**src/rtl/scurve_pkg.sv**
```systemverilog
// scurve_pkg: frame constants and packer state type shared by the S-curve frame packer files
package scurve_pkg;
  localparam logic [15:0] HEADER = 16'hFF45;
  localparam logic [15:0] TRAILER = 16'hFF4E;
  localparam int N_WORDS = 6;
  localparam int FRAME_LEN = 10;
  typedef enum logic [1:0] {COLLECT = 2'd0, SEND = 2'd1} state_t;
endpackage

```
**src/rtl/scurve_frame_packer_if.sv**
```systemverilog
// scurve_frame_packer_if: engine-side data/done/id inputs and USB-FIFO/status outputs; master drives the engine side, slave is the packer
interface scurve_frame_packer_if;
  logic [15:0] SCurve_Data;
  logic SCurve_Data_wr_en;
  logic One_Channel_Done;
  logic [5:0] Channel_Index;
  logic [9:0] DAC_Code;
  logic Out_Fifo_Full;
  logic [15:0] Out_Data;
  logic Out_Data_wr_en;
  logic Packer_Busy;
  logic Overflow_Err;
  logic Count_Err;
  modport master (
    output SCurve_Data, SCurve_Data_wr_en, One_Channel_Done, Channel_Index, DAC_Code, Out_Fifo_Full,
    input Out_Data, Out_Data_wr_en, Packer_Busy, Overflow_Err, Count_Err
  );
  modport slave (
    input SCurve_Data, SCurve_Data_wr_en, One_Channel_Done, Channel_Index, DAC_Code, Out_Fifo_Full,
    output Out_Data, Out_Data_wr_en, Packer_Busy, Overflow_Err, Count_Err
  );
endinterface

```
**src/rtl/scurve_word_buffer.sv**
```systemverilog
// scurve_word_buffer: 6x16 word store (i_we/i_waddr/i_wdata write, i_raddr/o_rdata read) with running XOR o_xor restarted at address 0
module scurve_word_buffer
  import scurve_pkg::*;
(
  input  logic        i_clk,
  input  logic        i_we,
  input  logic [2:0]  i_waddr,
  input  logic [15:0] i_wdata,
  input  logic [2:0]  i_raddr,
  output logic [15:0] o_rdata,
  output logic [15:0] o_xor
);
  logic [15:0] r_mem [N_WORDS];
  logic [15:0] r_xor;
  always_ff @(posedge i_clk) begin
    if (i_we) begin
      r_mem[i_waddr] <= i_wdata;
      r_xor <= (i_waddr == 3'd0 ? 16'h0000 : r_xor) ^ i_wdata;
    end
  end
  assign o_rdata = i_raddr < 3'(N_WORDS) ? r_mem[i_raddr] : 16'h0000;
  assign o_xor = r_xor;
endmodule

```
**src/rtl/scurve_frame_packer.sv**
```systemverilog
// scurve_frame_packer: collects six S-curve words per channel and emits a HEADER/id/data/chk/TRAILER frame to the USB FIFO (Clk, reset_n, bus)
module scurve_frame_packer
  import scurve_pkg::*;
(
  input logic Clk,
  input logic reset_n,
  scurve_frame_packer_if.slave bus
);
  state_t r_state;
  logic [2:0] r_count;
  logic [3:0] r_idx;
  logic [15:0] r_id, r_out;
  logic r_wr, r_busy, r_ovf, r_cerr;
  logic w_store;
  logic [2:0] w_cnt_next;
  logic [15:0] w_rdata, w_xor, w_word;
  assign w_store = r_state == COLLECT && bus.SCurve_Data_wr_en && r_count < 3'(N_WORDS);
  assign w_cnt_next = r_count + 3'(w_store);
  always_comb w_word = r_idx == 4'd0 ? HEADER :
                       r_idx == 4'd1 ? r_id :
                       r_idx == 4'd8 ? r_id ^ w_xor :
                       r_idx == 4'd9 ? TRAILER : w_rdata;
  scurve_word_buffer u_buf (
    .i_clk(Clk),
    .i_we(w_store),
    .i_waddr(r_count),
    .i_wdata(bus.SCurve_Data),
    .i_raddr(3'(r_idx - 4'd2)),
    .o_rdata(w_rdata),
    .o_xor(w_xor)
  );
  always_ff @(posedge Clk) begin
    if (!reset_n) begin
      r_state <= COLLECT;
      r_count <= '0;
      r_idx <= '0;
      r_id <= '0;
      r_out <= '0;
      r_wr <= 1'b0;
      r_busy <= 1'b0;
      r_ovf <= 1'b0;
      r_cerr <= 1'b0;
    end else begin
      r_wr <= 1'b0;
      if (bus.SCurve_Data_wr_en && !w_store) r_ovf <= 1'b1;
      if (r_state == COLLECT) begin
        if (r_wr) r_busy <= 1'b0;
        if (w_store) r_count <= w_cnt_next;
        if (w_store && r_count == 3'd0) begin
          r_id <= {bus.Channel_Index, bus.DAC_Code};
          r_busy <= 1'b1;
        end
        if (bus.One_Channel_Done) begin
          if (w_cnt_next == 3'(N_WORDS)) begin
            r_state <= SEND;
            r_idx <= '0;
          end else begin
            r_cerr <= 1'b1;
            r_count <= '0;
            r_busy <= 1'b0;
          end
        end
      end else if (!bus.Out_Fifo_Full) begin
        r_wr <= 1'b1;
        r_out <= w_word;
        r_idx <= r_idx + 4'd1;
        if (r_idx == 4'(FRAME_LEN - 1)) begin
          r_state <= COLLECT;
          r_count <= '0;
        end
      end
    end
  end
  assign bus.Out_Data = r_out;
  assign bus.Out_Data_wr_en = r_wr;
  assign bus.Packer_Busy = r_busy;
  assign bus.Overflow_Err = r_ovf;
  assign bus.Count_Err = r_cerr;
endmodule

```
**src/flat_wrapper.sv**
```systemverilog
// flat-port wrapper written by rule: the top's interface ports become plain ports
module scurve_frame_packer_flat import scurve_pkg::*;
  (Clk, reset_n, bus_SCurve_Data, bus_SCurve_Data_wr_en, bus_One_Channel_Done, bus_Channel_Index, bus_DAC_Code, bus_Out_Fifo_Full, bus_Out_Data, bus_Out_Data_wr_en, bus_Packer_Busy, bus_Overflow_Err, bus_Count_Err);
  scurve_frame_packer_if bus_i ();
  input logic Clk;
  input logic reset_n;
  input wire logic [$bits(bus_i.SCurve_Data)-1:0] bus_SCurve_Data;
  input wire logic [$bits(bus_i.SCurve_Data_wr_en)-1:0] bus_SCurve_Data_wr_en;
  input wire logic [$bits(bus_i.One_Channel_Done)-1:0] bus_One_Channel_Done;
  input wire logic [$bits(bus_i.Channel_Index)-1:0] bus_Channel_Index;
  input wire logic [$bits(bus_i.DAC_Code)-1:0] bus_DAC_Code;
  input wire logic [$bits(bus_i.Out_Fifo_Full)-1:0] bus_Out_Fifo_Full;
  output wire logic [$bits(bus_i.Out_Data)-1:0] bus_Out_Data;
  output wire logic [$bits(bus_i.Out_Data_wr_en)-1:0] bus_Out_Data_wr_en;
  output wire logic [$bits(bus_i.Packer_Busy)-1:0] bus_Packer_Busy;
  output wire logic [$bits(bus_i.Overflow_Err)-1:0] bus_Overflow_Err;
  output wire logic [$bits(bus_i.Count_Err)-1:0] bus_Count_Err;
  assign bus_i.SCurve_Data = bus_SCurve_Data;
  assign bus_i.SCurve_Data_wr_en = bus_SCurve_Data_wr_en;
  assign bus_i.One_Channel_Done = bus_One_Channel_Done;
  assign bus_i.Channel_Index = bus_Channel_Index;
  assign bus_i.DAC_Code = bus_DAC_Code;
  assign bus_i.Out_Fifo_Full = bus_Out_Fifo_Full;
  assign bus_Out_Data = bus_i.Out_Data;
  assign bus_Out_Data_wr_en = bus_i.Out_Data_wr_en;
  assign bus_Packer_Busy = bus_i.Packer_Busy;
  assign bus_Overflow_Err = bus_i.Overflow_Err;
  assign bus_Count_Err = bus_i.Count_Err;
  scurve_frame_packer u_core (.Clk(Clk), .reset_n(reset_n), .bus(bus_i));
endmodule
```
**config.mk**
```make
export PLATFORM = sky130hd
export DESIGN_NAME = scurve_frame_packer_flat
export DESIGN_NICKNAME = d
export VERILOG_FILES = /design/src/rtl/scurve_pkg.sv /design/src/rtl/scurve_frame_packer_if.sv /design/src/rtl/scurve_word_buffer.sv /design/src/rtl/scurve_frame_packer.sv /design/src/flat_wrapper.sv
export SDC_FILE = /design/constraint.sdc
export NUM_CORES = 1
export LEC_CHECK = 0
export ABC_AREA = 0
export CAP_MARGIN = 20
export CORE_MARGIN = 2
export CORE_UTILIZATION = 53
export DETAILED_ROUTE_END_ITERATION = 10
export GPL_TIMING_DRIVEN = 0
export HOLD_SLACK_MARGIN = 0.02
export MAX_ROUTING_LAYER = met4
export PLACE_DENSITY = 0.74
export SYNTH_ARGS = -nofsm -noshare
export SYNTH_HDL_FRONTEND = slang
export SYNTH_SLANG_ARGS = --single-unit
```
**constraint.sdc**
```tcl
create_clock -name Clk -period 3.5 [get_ports Clk]
set_input_delay 0.525 -clock Clk [delete_from_list [all_inputs] [get_ports Clk]]
set_output_delay 0.525 -clock Clk [all_outputs]
set_load 0.02 [all_outputs]
```
==> After elaboration in Yosys (flattened, before gate mapping) <==
Memory sizes are Yosys's and may differ from the RTL's.
Index checks and enable logic that the tools add are counted.
{ "word_totals": {"n_memories": 1, "input_bits": 37, "ram_bits": 96, "register_bits": 61} }
{ "mem_list": {"columns": ["memory", "words", "word_bits", "read_ports", "rd_clocked_by_memory_dff", "write_ports", "line_no", "text"], "rows": [
  ["u_core.u_buf.r_mem", 6, 16, 1, 0, 1, "scurve_word_buffer.sv:13", "logic [15:0] r_mem [N_WORDS];"]
]} }
{ "classes": {"reduce_logical": 16, "bitwise_logic": 6, "n_addsub": 3, "n_eq_ne": 7, "muxes": 28, "n_lt_le_gt_ge": 2} }
{ "op_table": {"columns": ["cell", "count"], "rows": [
  ["$mux W16", 6],
  ["$xor A16 B16 Y16", 2],
  ["$mux W3", 6],
  ["$mux W4", 4],
  ["$mux W2", 5],
  ["$eq A4 B4 Y1 const B", 2],
  ["$mux W1", 7],
  ["$lt A3 B3 Y1 const B", 2],
  ["$reduce_and A2 Y1", 3],
  ["$reduce_and A3 Y1", 2],
  ["$add A4 B1 Y4 const B", 1],
  ["$eq A4 B1 Y1 const B", 1],
  ["$logic_and A1 B1 Y1", 4],
  ["$logic_not A4 Y1", 1],
  ["$ne A2 B2 Y1 const B", 2],
  ["$not A1 Y1", 4],
  ["$reduce_and A4 Y1", 1],
  ["$add A3 B1 Y3", 1],
  ["$eq A3 B3 Y1 const B", 1],
  ["$logic_not A3 Y1", 1],
  ["$sub A3 B2 Y3 const B", 1],
  ["$logic_not A2 Y1", 1],
  ["$ne A2 B1 Y1 const B", 1],
  ["$reduce_bool A2 Y1", 1],
  ["2 further kinds", 2]
]} }

==> Depth between registers and ports, before layout <==
Gate-level depths: netlist of run 1.
{ "depth": {"depth_word": 8, "ltp_mapped": 12, "mapped_depth_nobuf": 11} }

==> Hierarchy <==
Synthesis of run 1 repeated with hierarchy kept, for this count alone.
{ "unflattened": {"cells_unflattened": 529, "area_unflattened_um2": 6790.3} }
{ "by_module_without_submodules": {"columns": ["module", "area_each_um2", "n_inst", "seq_area_each_um2", "cells_each"], "rows": [
  ["scurve_word_buffer", 4483.0, 1, 3363.2, 250],
  ["scurve_frame_packer", 2307.2, 1, 880.8, 279]
]} }

==> Worst setup path before layout of run 1 <==
Ideal clock, no wire load.
{ "synth_timing": {"kind": "input to register", "start": "in bus_SCurve_Data_wr_en", "end": "mem u_core.u_buf.r_mem[1][0] (enable)", "slack_ps": 462, "arrival_ps": 2629, "setup_ps": 409, "path_buffers": 1, "t_required_ps": 3091, "path_stages": 6, "path_cell_list": "clkbuf_2 > nor2b_1 > nand2_1 > inv_1 > nand2_1 > nor3_1"} }
{ "synth_via": {"elab_chain_len": 4} }
{ "synth_lines": {"columns": ["item", "line_no", "text"], "rows": [
  ["start: declaration", "flat_wrapper.sv:8", "input wire logic [$bits(bus_i.SCurve_Data_wr_en)-1:0] bus_SCurve_Data_wr_en;"],
  ["$logic_and A1 B1 Y1 (2 in series)", "scurve_frame_packer.sv:17", "assign w_store = r_state == COLLECT && bus.SCurve_Data_wr_en && r_count < 3'(N_WORDS);"],
  ["named net u_core.u_buf.i_we", "scurve_word_buffer.sv:6", "input logic i_we,"],
  ["$mux W1", "scurve_word_buffer.sv:16", "if (i_we) begin"],
  ["$mux W1 (not written as such)", "scurve_word_buffer.sv:17", "r_mem[i_waddr] <= i_wdata;"],
  ["end: declaration", "scurve_word_buffer.sv:13", null]
]} }
The timed path passes the listed nets, and every way through them passes these cells.

==> Final worst setup path of run 1 <==
{ "layout_timing": {"start": "reg u_core.r_state[0]", "end": "reg u_core.r_count[1]"} }
{ "layout_via": {"elab_chain_len": 8} }
{ "layout_lines": {"columns": ["item", "line_no", "text"], "rows": [
  ["start: declaration", "scurve_frame_packer.sv:9", "state_t r_state;"],
  ["start signal: assignment", "scurve_frame_packer.sv:34", "r_state <= COLLECT;"],
  ["start signal: assignment", "scurve_frame_packer.sv:55", "r_state <= SEND;"],
  ["start signal: assignment", "scurve_frame_packer.sv:68", "r_state <= COLLECT;"],
  ["$logic_not A2 Y1 (*)", "scurve_frame_packer.sv:17", null],
  ["$logic_and A1 B1 Y1 (*) (2 in series)", "scurve_frame_packer.sv:17", null],
  ["named net u_core.u_buf.i_we", "scurve_word_buffer.sv:6", null],
  ["$add A3 B1 Y3", "scurve_frame_packer.sv:18", "assign w_cnt_next = r_count + 3'(w_store);"],
  ["$eq A3 B3 Y1 / $mux W3 (equally long branches)", "scurve_frame_packer.sv:54, scurve_frame_packer.sv:48", null],
  ["$mux W3", "scurve_frame_packer.sv:54", "if (w_cnt_next == 3'(N_WORDS)) begin"],
  ["$mux W3 (*)", "scurve_frame_packer.sv:53", "if (bus.One_Channel_Done) begin"],
  ["$mux W3 (*)", "scurve_frame_packer.sv:46", "if (r_state == COLLECT) begin"],
  ["end signal: assignment", "scurve_frame_packer.sv:48", "if (w_store) r_count <= w_cnt_next;"],
  ["end: declaration", "scurve_frame_packer.sv:10", "logic [2:0] r_count;"]
]} }
Mark *: on every way through the listed nets, which the timed path passes. The rest lies on a longest branch.
A chain may end at the register's enable or synchronous reset.

==> results.yml, run 1 <==
outcome:
  outcome: "finished, final reports clean"
power_and_ir_drop:
  power_density_nw_per_um2: 499
  power_mw: 4.08
  p_leak_nw: 2.81
  ir_worst_vdd_uv: 310
grt:
  grt_pass1_wl_um: 23700
  grt_pass1_vias: 4418
  grt_usage_pct: 24.7
  grt_max_degree: 26
  grt_overflow_total: 0
  antenna_found_initial: 0
cells_and_area:
  nets: 643
  fin_area_um2: 8180
  antennaDiodeCount: 0
  drive_gt1_share_pct: 14.4
  fin_util_pct: 65.4
  syn_to_final_growth_pct: 21.2
setup_path:
  critPathMaxStageDelay_ns: 0.55
  crit_family: "buffers and inverters"
  crit_required_ns: 3.81
  cp.buffers_inverters: 3
  worst-endpoint-arrival_ns: 3.46
  path_max_fanout: 17
  path_class: "reg -> reg"
  critPathCaptureType: "register"
  critical_path.cell_chain: "clkbuf_1 -> nor2b_1 -> nand2_1 -> inv_1 -> nand2_1 -> inv_1 -> ha_1 -> and4_1 -> a211oi_1 -> o31ai_1 -> a32o_1"
  critical-path-slowest-cell: "inv_1"
  start_kind: "register"
sta:
  timing.final.ws_setup_ns: 0.354
  finalHoldViolations: 0
  max_freq_mhz: 318
  slew_viol_final: 0
  finalSetupViolations: 0
  rsz0062_at_grt: "no"
  fin_skew_ns: 0.00691
  relSlewSlack_pct: 28.6
  tightest_slew_ns: 1.07
  period_share_pct: 89.9
  layout_min_cycle_time_ns: 3.15
clocking:
  clockBufferDepth: 2
  cts_sinks: 156
  h-tree-depth: 4
  postCtsHoldBufs: 0
  cts.repair.resized: 0
  cts_tree: "done"
  cts_root_buf: "clkbuf_16"
  clock_latency_ns: 0.42
  clk_pin_slew_ns: 0.06
  cts_inserted_buffers: 17
  cts_setup_buffers: 0
die:
  die_h_um: 117
  die_x_um: 117
  initial_core_util_pct: 53.9
  ioPinCount: 57
  coreArea_um2: 12500
  rows: 41
  fp.dieArea_um2: 13700
synthesis:
  synth_nets: 566
  synth_top_area_cell: "edfxtp_1"
  syn_inst: 523
  syn_area_per_cell_um2: 12.9
  yosysSeqAreaShare_pct: 62.9
  netlist_area_um2: 6750
  ys_warn_count: 0
  synth_cell_types: 46
  synth_top_area_share_pct: 49.8
  ys_seq_elements: 156
  yosys-top-cells-area: "edfxtp_1 50%, dfxtp_1 13%, mux4_2 5.3%"
detailed_routing:
  wl_per_cell_um: 19.5
  routed_wl_um: 15300
  drt_iter0_drc: 428
  drt_pass1_iterations: 5
  viasPerCell: 5.67
  ant_nets: 0
  vias: 4448
  drc_errors: 0
placement:
  place_area_um2: 7590
  detailed_place_hpwl_um: 10400
  dpl_worst_slack_ns: 0.0169
  place.gp.congestion: 0.916
  port_buffers: 55
hold_path:
  hp-class: "reg -> reg"
run:
  cap_violations: 0
-- power by group --
| group | internal [mW] | leakage (nW) | switching [mW] |
|---|---|---|---|
| logic | 0.0831 | 1.14 | 0.102 |
| registers | 2.03 | 1.39 | 0.0280 |
| clock network | 1.14 | 0.288 | 0.704 |
-- cell usage in the layout (no fill, tap or decap), drive strengths merged, types with 2 or more instances in the layout --
| master | synthesis | layout |
|---|---|---|
| o31ai | 2 | 2 |
| xnor2 | 21 | 21 |
| buf | 14 | 17 |
| clkinv | 1 | 5 |
| a211oi | 6 | 6 |
| nor2b | 8 | 8 |
| bufinv | 0 | 3 |
| o21ai | 29 | 29 |
| mux4 | 16 | 16 |
| edfxtp | 112 | 112 |
| nand2b | 5 | 5 |
| inv | 22 | 24 |
| mux2 | 13 | 13 |
| clkbuf | 18 | 39 |
| nor3 | 9 | 9 |
| clkdlybuf4s50 | 0 | 55 |
| nand3 | 3 | 3 |
| a221oi | 14 | 14 |
| xor2 | 2 | 2 |
| nor2 | 30 | 30 |
| a221o | 21 | 21 |
| o32ai | 2 | 2 |
| or3 | 5 | 5 |
| mux2i | 3 | 3 |
| o31a | 2 | 2 |
| nand2 | 73 | 73 |
| clkinvlp | 0 | 2 |
| dfxtp | 44 | 44 |
| a21oi | 30 | 30 |
| ha | 6 | 6 |
-- state kept, by name, summed over array words and instances (netlist names) --
signal / cells
u_core.bus.Count_Err: 1
u_core.bus.Out_Data: 16
u_core.bus.Out_Data_wr_en: 1
u_core.bus.Overflow_Err: 1
u_core.bus.Packer_Busy: 1
u_core.r_count: 3
u_core.r_id: 16
u_core.r_idx: 4
u_core.r_state: 1
u_core.u_buf.o_xor: 16
u_core.u_buf.r_mem: 96
-- area by class of cell --
class                      count  area (um^2)
multi-input combinational    312         2250
timing repair buffer          59          608
buffer                        31          181
sequential                   156         4240
tap                          172          215
clock buffer                  21          450
clock inverter                11          143
inverter                      23         88.8
fill                         971         4330
-- metal layers --
metal | vias to the layer above | part of all wire [%] | GRT usage (%)
met5 | - | 0 | -
met4 | 0 | 2.0 | 10.6
met3 | 24 | 6.4 | 5.56
met2 | 158 | 48 | 38.7
met1 | 2167 | 44 | 31.2
li1 | 2099 | - | -
-- kinds of logic after synthesis --
family                   synth area share (%)
adder cells (fa/ha/maj)                  1.11
buffers and inverters                    4.06
XOR/XNOR                                 2.98
flip-flops                               62.9
multiplexers                             7.95
AND/OR/NAND/NOR                          8.71
AO/OA/AOI/OAI                            12.3
-- per-stage QoR --
| step | cells | hold slack (ns) | setup TNS (ns) |
|---|---|---|---|
| CTS | 785 | 0.487 | 0 |
| global route | 785 | 0.514 | 0 |
| floorplan | 523 | 0.459 | 0 |
| finish | 785 | 0.484 | 0 |
| detailed placement | 754 | 0.478 | 0 |
| global placement | 750 | 0.442 | -20.72 |
-- cells in the mapped netlist (all sizes together) --
master,n
or2,1
nand3,3
a2111oi,1
nor3,9
o21ai,29
nor2b,8
a221oi,14
a21oi,30
nor4,1
a221o,21
o31a,2
edfxtp,112
o32ai,2
mux4,16
a32o,1
or3,5
dfxtp,44
a211oi,6
inv,22
mux2i,3
nand2,73
buf,14
o31ai,2
a22oi,1
clkinv,1
o2bb2ai,1
a32oi,1
ha,6
and4,1
nor2,30
nor3b,1
clkbuf,18
o22ai,1
o21a,1
a21boi,1
xor2,2
nand2b,5
xnor2,21
mux2,13
-- path summary, 6_finish.rpt --
| path | startpoint | to | slack, ns | cells past startpoint |
|---|---|---|---|---|
| max | u_core.r_state[0] | u_core.r_count[1] | 0.35 | 11 |
| min | u_core.bus.Count_Err | u_core.bus.Count_Err | 0.48 | 2 |
| max reg2reg | u_core.r_state[0] | u_core.r_count[1] | 0.35 | 11 |
| min reg2reg | u_core.bus.Count_Err | u_core.bus.Count_Err | 0.48 | 2 |
-- tightest hold or removal path, cell delays in order (launching register included) --
cell	delay [ns]
dfxtp_1	0.33
nand2_1	0.05
o21ai_0	0.07
Note: power is estimated with default switching activity, not from simulation.
==> inputs of run 2 (changes only) <==
--- a/config.mk
+++ b/config.mk
@@ -14,6 +14,7 @@
 export HOLD_SLACK_MARGIN = 0.02
 export MAX_ROUTING_LAYER = met4
 export PLACE_DENSITY = 0.74
+export SLEW_MARGIN = 40
 export SYNTH_ARGS = -nofsm -noshare
 export SYNTH_HDL_FRONTEND = slang
 export SYNTH_SLANG_ARGS = --single-unit
==> constraint.sdc (replaced) <==
create_clock -name Clk -period 3.5 [get_ports Clk]
set_input_delay 0.525 -clock Clk [delete_from_list [all_inputs] [get_ports Clk]]
set_output_delay 0.525 -clock Clk [all_outputs]
set_load 0.05 [all_outputs]
==> run 2 against run 1 <==
Against the previous run: sequential power barely moved; final area rose by 0.99%; first-iteration DRC count rose by 7.5%; highest routed layer unchanged; critical path depth fell by 2; count of clock-buffer cells in the layout rose by 1; largest power group unchanged; critical endpoint is now u_core.bus.Out_Data[6].
==> results.yml, run 2 (synthesis results as in run 1) <==
sta:
  period_share_pct: 88.1
  relSlewSlack_pct: 57.5
  fin_skew_ns: 0.00972
  finalHoldViolations: 0
  rsz0062_at_grt: "no"
  tightest_slew_ns: 0.638
  timing.final.ws_setup_ns: 0.416
  max_freq_mhz: 324
  layout_min_cycle_time_ns: 3.08
  finalSetupViolations: 0
  timing.setup.tns_ns: 0
  slew_viol_final: 0
power_and_ir_drop:
  power_density_nw_per_um2: 504
  p_leak_nw: 2.85
  ir_worst_vdd_uv: 329
grt:
  grt_overflow_total: 0
  grt_usage_pct: 25.6
  grt_pass1_wl_um: 24400
  grt_pass1_vias: 4433
  antenna_found_initial: 0
  grt_max_degree: 26
setup_path:
  reg2reg_from: "u_core.r_idx[1]"
  critPathCaptureType: "register"
  r2r_cells: 9
  path_max_fanout: 19
  r2r-end: "u_core.bus.Out_Data[6]"
  critical_path.cell_chain: "buf_2 -> inv_1 -> ha_1 -> clkbuf_1 -> nor2_1 -> clkbuf_1 -> a221o_1 -> a221oi_1 -> nor2_1"
  worst-endpoint-arrival_ns: 3.39
  start_kind: "register"
  critPathMaxStageDelay_ns: 0.50
  setup.worst_path.start: "u_core.r_idx[1]"
  path_class: "reg -> reg"
  critical-path-slowest-cell: "buf_2"
  rrSetupSlack_ns: 0.42
  crit_required_ns: 3.80
  critPathCapture: "u_core.bus.Out_Data[6]"
outcome:
  outcome: "finished, final reports clean"
placement:
  place.gp.congestion: 0.916
  port_buffers: 55
  dpl_worst_slack_ns: 0.00681
  dp.cells: 759
  detailed_place_hpwl_um: 10500
clocking:
  clk_pin_slew_ns: 0.06
  clock_latency_ns: 0.42
  cts_sinks: 156
  cts_root_buf: "clkbuf_16"
  cts_inserted_buffers: 17
  h-tree-depth: 4
  clockBufferDepth: 2
  cts_tree: "done"
detailed_routing:
  drc_errors: 0
  viasPerCell: 5.73
  routed_wl_um: 15800
  drt_iter0_drc: 460
  ant_nets: 0
  drt_pass1_iterations: 5
  vias: 4529
  wl_per_cell_um: 20.0
run:
  cap_violations: 0
die:
  fp.dieArea_um2: 13700
  die_x_um: 117
  coreArea_um2: 12500
  initial_core_util_pct: 53.9
  ioPinCount: 57
  die_h_um: 117
  rows: 41
cells_and_area:
  nets: 649
  fillers: 967
  regMostFlops: "u_core.u_buf.r_mem"
  drive_gt1_share_pct: 15.3
  antennaDiodeCount: 0
  final_cells: 791
  syn_to_final_growth_pct: 22.4
  final_cell_mix: "112 x edfxtp_1, 73 x nand2_1, 55 x clkdlybuf4s50_1, 44 x dfxtp_1, 30 x a21oi_1"
  largest_register_ffs: 96
  final_common_cell: "edfxtp_1"
hold_path:
  hp-class: "reg -> reg"
  min_from: "u_core.bus.Count_Err"
==> run 2: changes by cell type in the layout (fill, tap and decap cells not counted), sizes merged <==
cell	before	now
buf	17	23
clkbuf	39	40
inv	24	22
bufinv	3	4
==> run 2: routing by layer <==
layer / part of all wire (%) / GRT usage (%)
met5: 0 / -
met2: 48 / 39.6
met4: 2.5 / 10.8
met1: 43 / 33.3
met3: 6.4 / 5.10
==> run 2: cell type report <==
class                      count  area (um^2)  share of cell area (%)
buffer                        31          181                    2.19
clock inverter                10          164                    1.98
timing repair buffer          65          646                    7.81
clock buffer                  22          454                    5.50
sequential                   156         4240                    51.3
multi-input combinational    312         2270                    27.4
inverter                      23         92.6                    1.12
tap                          172          215                    2.60
==> run 2: how the worst min path moves through the flow <==
stage | endpoint | slack, ns | depth (start not counted)
after floorplan | u_core.r_id[3] | 0.46 | 2
after detailed placement | u_core.r_id[6] | 0.48 | 2
after CTS | u_core.r_id[4] | 0.49 | 2
after global placement | u_core.bus.Count_Err | 0.44 | 2
final | u_core.bus.Count_Err | 0.49 | 2
after global routing | u_core.bus.Packer_Busy | 0.50 | 2
==> run 2: timing repair <==
action                                  in CTS  in global routing
setup buffers                                0                  1
gates resized for setup                      0                  2
hold buffers                                 0                  0
endpoints found under the setup margin       1                  6
gates cloned                                 0                  0
==> run 2: worst max-delay path, delay by kind of cell, from the launching register on <==
kind            cells  cell delay [ns]
flops               1             0.40
buf+inv             4             1.34
simple gates        2             0.19
compound gates      2             0.71
fa+ha+maj           1             0.33
==> run 2: power breakdown <==
| group | internal [mW] | switching [mW] |
|---|---|---|
| combinational | 0.0848 | 0.110 |
| clock | 1.21 | 0.701 |
| sequential | 2.03 | 0.0280 |
| total | 3.33 | 0.839 |
==> run 2: through the flow <==
stage	cell area (um^2)	hold WS, ns	util, %	power, mW
2_1_floorplan	6750	0.459	-	2.18
3_3_place_gp	7520	0.442	60.1	2.27
3_5_place_dp	7630	0.478	61.0	2.29
4_1_cts	8250	0.494	65.9	4.19
5_1_grt	8270	0.499	66.0	4.28
6_report	8270	0.486	66.0	4.17
==> inputs of run 3 (changes only) <==
--- a/config.mk
+++ b/config.mk
@@ -8,12 +8,12 @@
 export ABC_AREA = 0
 export CAP_MARGIN = 20
 export CORE_MARGIN = 2
-export CORE_UTILIZATION = 53
+export CORE_UTILIZATION = 55
 export DETAILED_ROUTE_END_ITERATION = 10
 export GPL_TIMING_DRIVEN = 0
 export HOLD_SLACK_MARGIN = 0.02
 export MAX_ROUTING_LAYER = met4
-export PLACE_DENSITY = 0.74
+export PLACE_DENSITY = 0.76
 export SLEW_MARGIN = 40
 export SYNTH_ARGS = -nofsm -noshare
 export SYNTH_HDL_FRONTEND = slang
==> run 3 against run 2 <==
Against the previous run: clock power shrank 4%; non-clock buffer count is the same; count of clock-buffer cells in the layout shrank 5; critical path type unchanged.
==> results.yml, run 3 (synthesis results as in run 1) <==
setup_path:
  critical_path.cell_chain: "buf_2 -> inv_1 -> ha_1 -> clkbuf_1 -> nor2_1 -> clkbuf_1 -> a221o_1 -> a221oi_1 -> nor2_1"
  path_class: "reg -> reg"
  start_kind: "register"
  worst-endpoint-arrival_ns: 3.35
  critPathCaptureType: "register"
  critPathMaxStageDelay_ns: 0.45
  path_max_fanout: 19
  crit_required_ns: 3.81
  critical-path-slowest-cell: "buf_2"
cells_and_area:
  antennaDiodeCount: 0
  largest_register_ffs: 96
  regMostFlops: "u_core.u_buf.r_mem"
  syn_to_final_growth_pct: 21.5
  final_cell_mix: "112 x edfxtp_1, 73 x nand2_1, 55 x clkdlybuf4s50_1, 44 x dfxtp_1, 30 x a21oi_1"
  drive_gt1_share_pct: 15.5
  nets: 649
  final_common_cell: "edfxtp_1"
die:
  coreArea_um2: 12000
  die_x_um: 115
  rows: 40
  ioPinCount: 57
  die_h_um: 115
  initial_core_util_pct: 56.2
  fp.dieArea_um2: 13200
grt:
  antenna_found_initial: 0
  grt_usage_pct: 25.4
  grt_max_degree: 26
  grt_overflow_total: 0
  grt_pass1_vias: 4536
  grt_pass1_wl_um: 24000
power_and_ir_drop:
  ir_worst_vdd_uv: 396
  p_leak_nw: 2.84
  power_density_nw_per_um2: 499
sta:
  fin_skew_ns: 0.00789
  slew_viol_final: 0
  timing.setup.tns_ns: 0
  relSlewSlack_pct: 55.1
  tightest_slew_ns: 0.669
  max_freq_mhz: 329
  hold_slack_ns: 0.466
  finalSetupViolations: 0
  rsz0062_at_grt: "no"
  finalHoldViolations: 0
  layout_min_cycle_time_ns: 3.04
  period_share_pct: 87.0
clocking:
  clk_pin_slew_ns: 0.06
  cts_root_buf: "clkbuf_16"
  clock_latency_ns: 0.43
  cts_inserted_buffers: 17
  clockBufferDepth: 2
  h-tree-depth: 4
  cts_tree: "done"
  cts_sinks: 156
placement:
  detailed_place_hpwl_um: 10800
  place.gp.congestion: 0.958
  port_buffers: 55
detailed_routing:
  drt_iter0_drc: 434
  vias: 4528
  viasPerCell: 5.91
  drc_errors: 0
  drt_pass1_iterations: 5
  routed_wl_um: 15300
  ant_nets: 0
  wl_per_cell_um: 20.0
hold_path:
  hp-class: "reg -> reg"
outcome:
  outcome: "finished, final reports clean"
run:
  cap_violations: 0
-- run 3: cell types whose count changed in the layout (fill, tap and decap cells not counted) --
cell,previous run,this run
inv_6,1,3
clkbuf_8,1,0
clkinv_4,2,1
buf_2,5,7
bufinv_16,4,3
nor3_2,4,3
buf_4,10,8
clkinv_1,1,3
clkbuf_1,21,17
clkinv_2,2,3
nor3_1,5,6
clkinvlp_4,2,4
-- run 3: metrics by stage --
step / instances / power, mW / util, % / setup WS (ns) / area [um^2]
detailed placement: 734 / 2.29 / 63.3 / -0.0222 / 7600
finish: 766 / 4.09 / 68.3 / 0.456 / 8200
global route: 766 / 4.20 / 68.3 / 0.167 / 8200
floorplan: 523 / 2.18 / - / 0.462 / 6750
CTS: 765 / 4.11 / 68.2 / 0.195 / 8190
global placement: 725 / 2.27 / 62.3 / -0.881 / 7490
-- run 3: final cells by class --
class | count | area, um^2
Timing Repair Buffer | 65 | 641
Fill cell | 869 | 3810
Inverter | 23 | 92.6
Clock inverter | 15 | 170
Clock buffer | 17 | 425
Tap cell | 147 | 184
Buffer | 31 | 181
Sequential cell | 156 | 4240
Multi-Input combinational cell | 312 | 2260
-- run 3: path summary, 6_finish.rpt --
| kind | start | to | slack (ns) | depth (start not counted) |
|---|---|---|---|---|
| setup / recovery | u_core.r_idx[1] | u_core.bus.Out_Data[6] | 0.46 | 9 |
| hold / removal | u_core.bus.Count_Err | u_core.bus.Count_Err | 0.47 | 2 |
| setup reg to reg | u_core.r_idx[1] | u_core.bus.Out_Data[6] | 0.46 | 9 |
| hold reg to reg | u_core.bus.Count_Err | u_core.bus.Count_Err | 0.47 | 2 |
-- run 3: layer usage --
metal	track usage, %	vias up	share of wire [%]
li1	-	2121	-
met1	33.3	2206	44
met2	39.6	166	48
met3	5.32	35	6.0
met4	9.40	0	2.1
met5	-	-	0
-- run 3: timing repair --
action                                  4_1_cts  5_1_grt
endpoints found under the setup margin        2        1
hold buffers                                  0        0
buffers inserted                              0        1
pin swaps                                     0        0
hold endpoints to repair                      0        0
resized for setup                             0        1
-- run 3: critical path: cells and delay by family (launching register included) --
| kind | cells | cell delay, ns |
|---|---|---|
| DFF | 1 | 0.38 |
| adders and majority gates | 1 | 0.33 |
| and+or+nand+nor | 2 | 0.21 |
| buffers and inverters | 4 | 1.27 |
| AOI/OAI and AO/OA | 2 | 0.73 |
-- run 3: report_power, final --
part	internal, mW	switching (mW)	total [mW]
Clock	1.12	0.728	1.85
Combinational	0.0846	0.109	0.193
Sequential	2.03	0.0273	2.06
Total	3.23	0.863	4.09
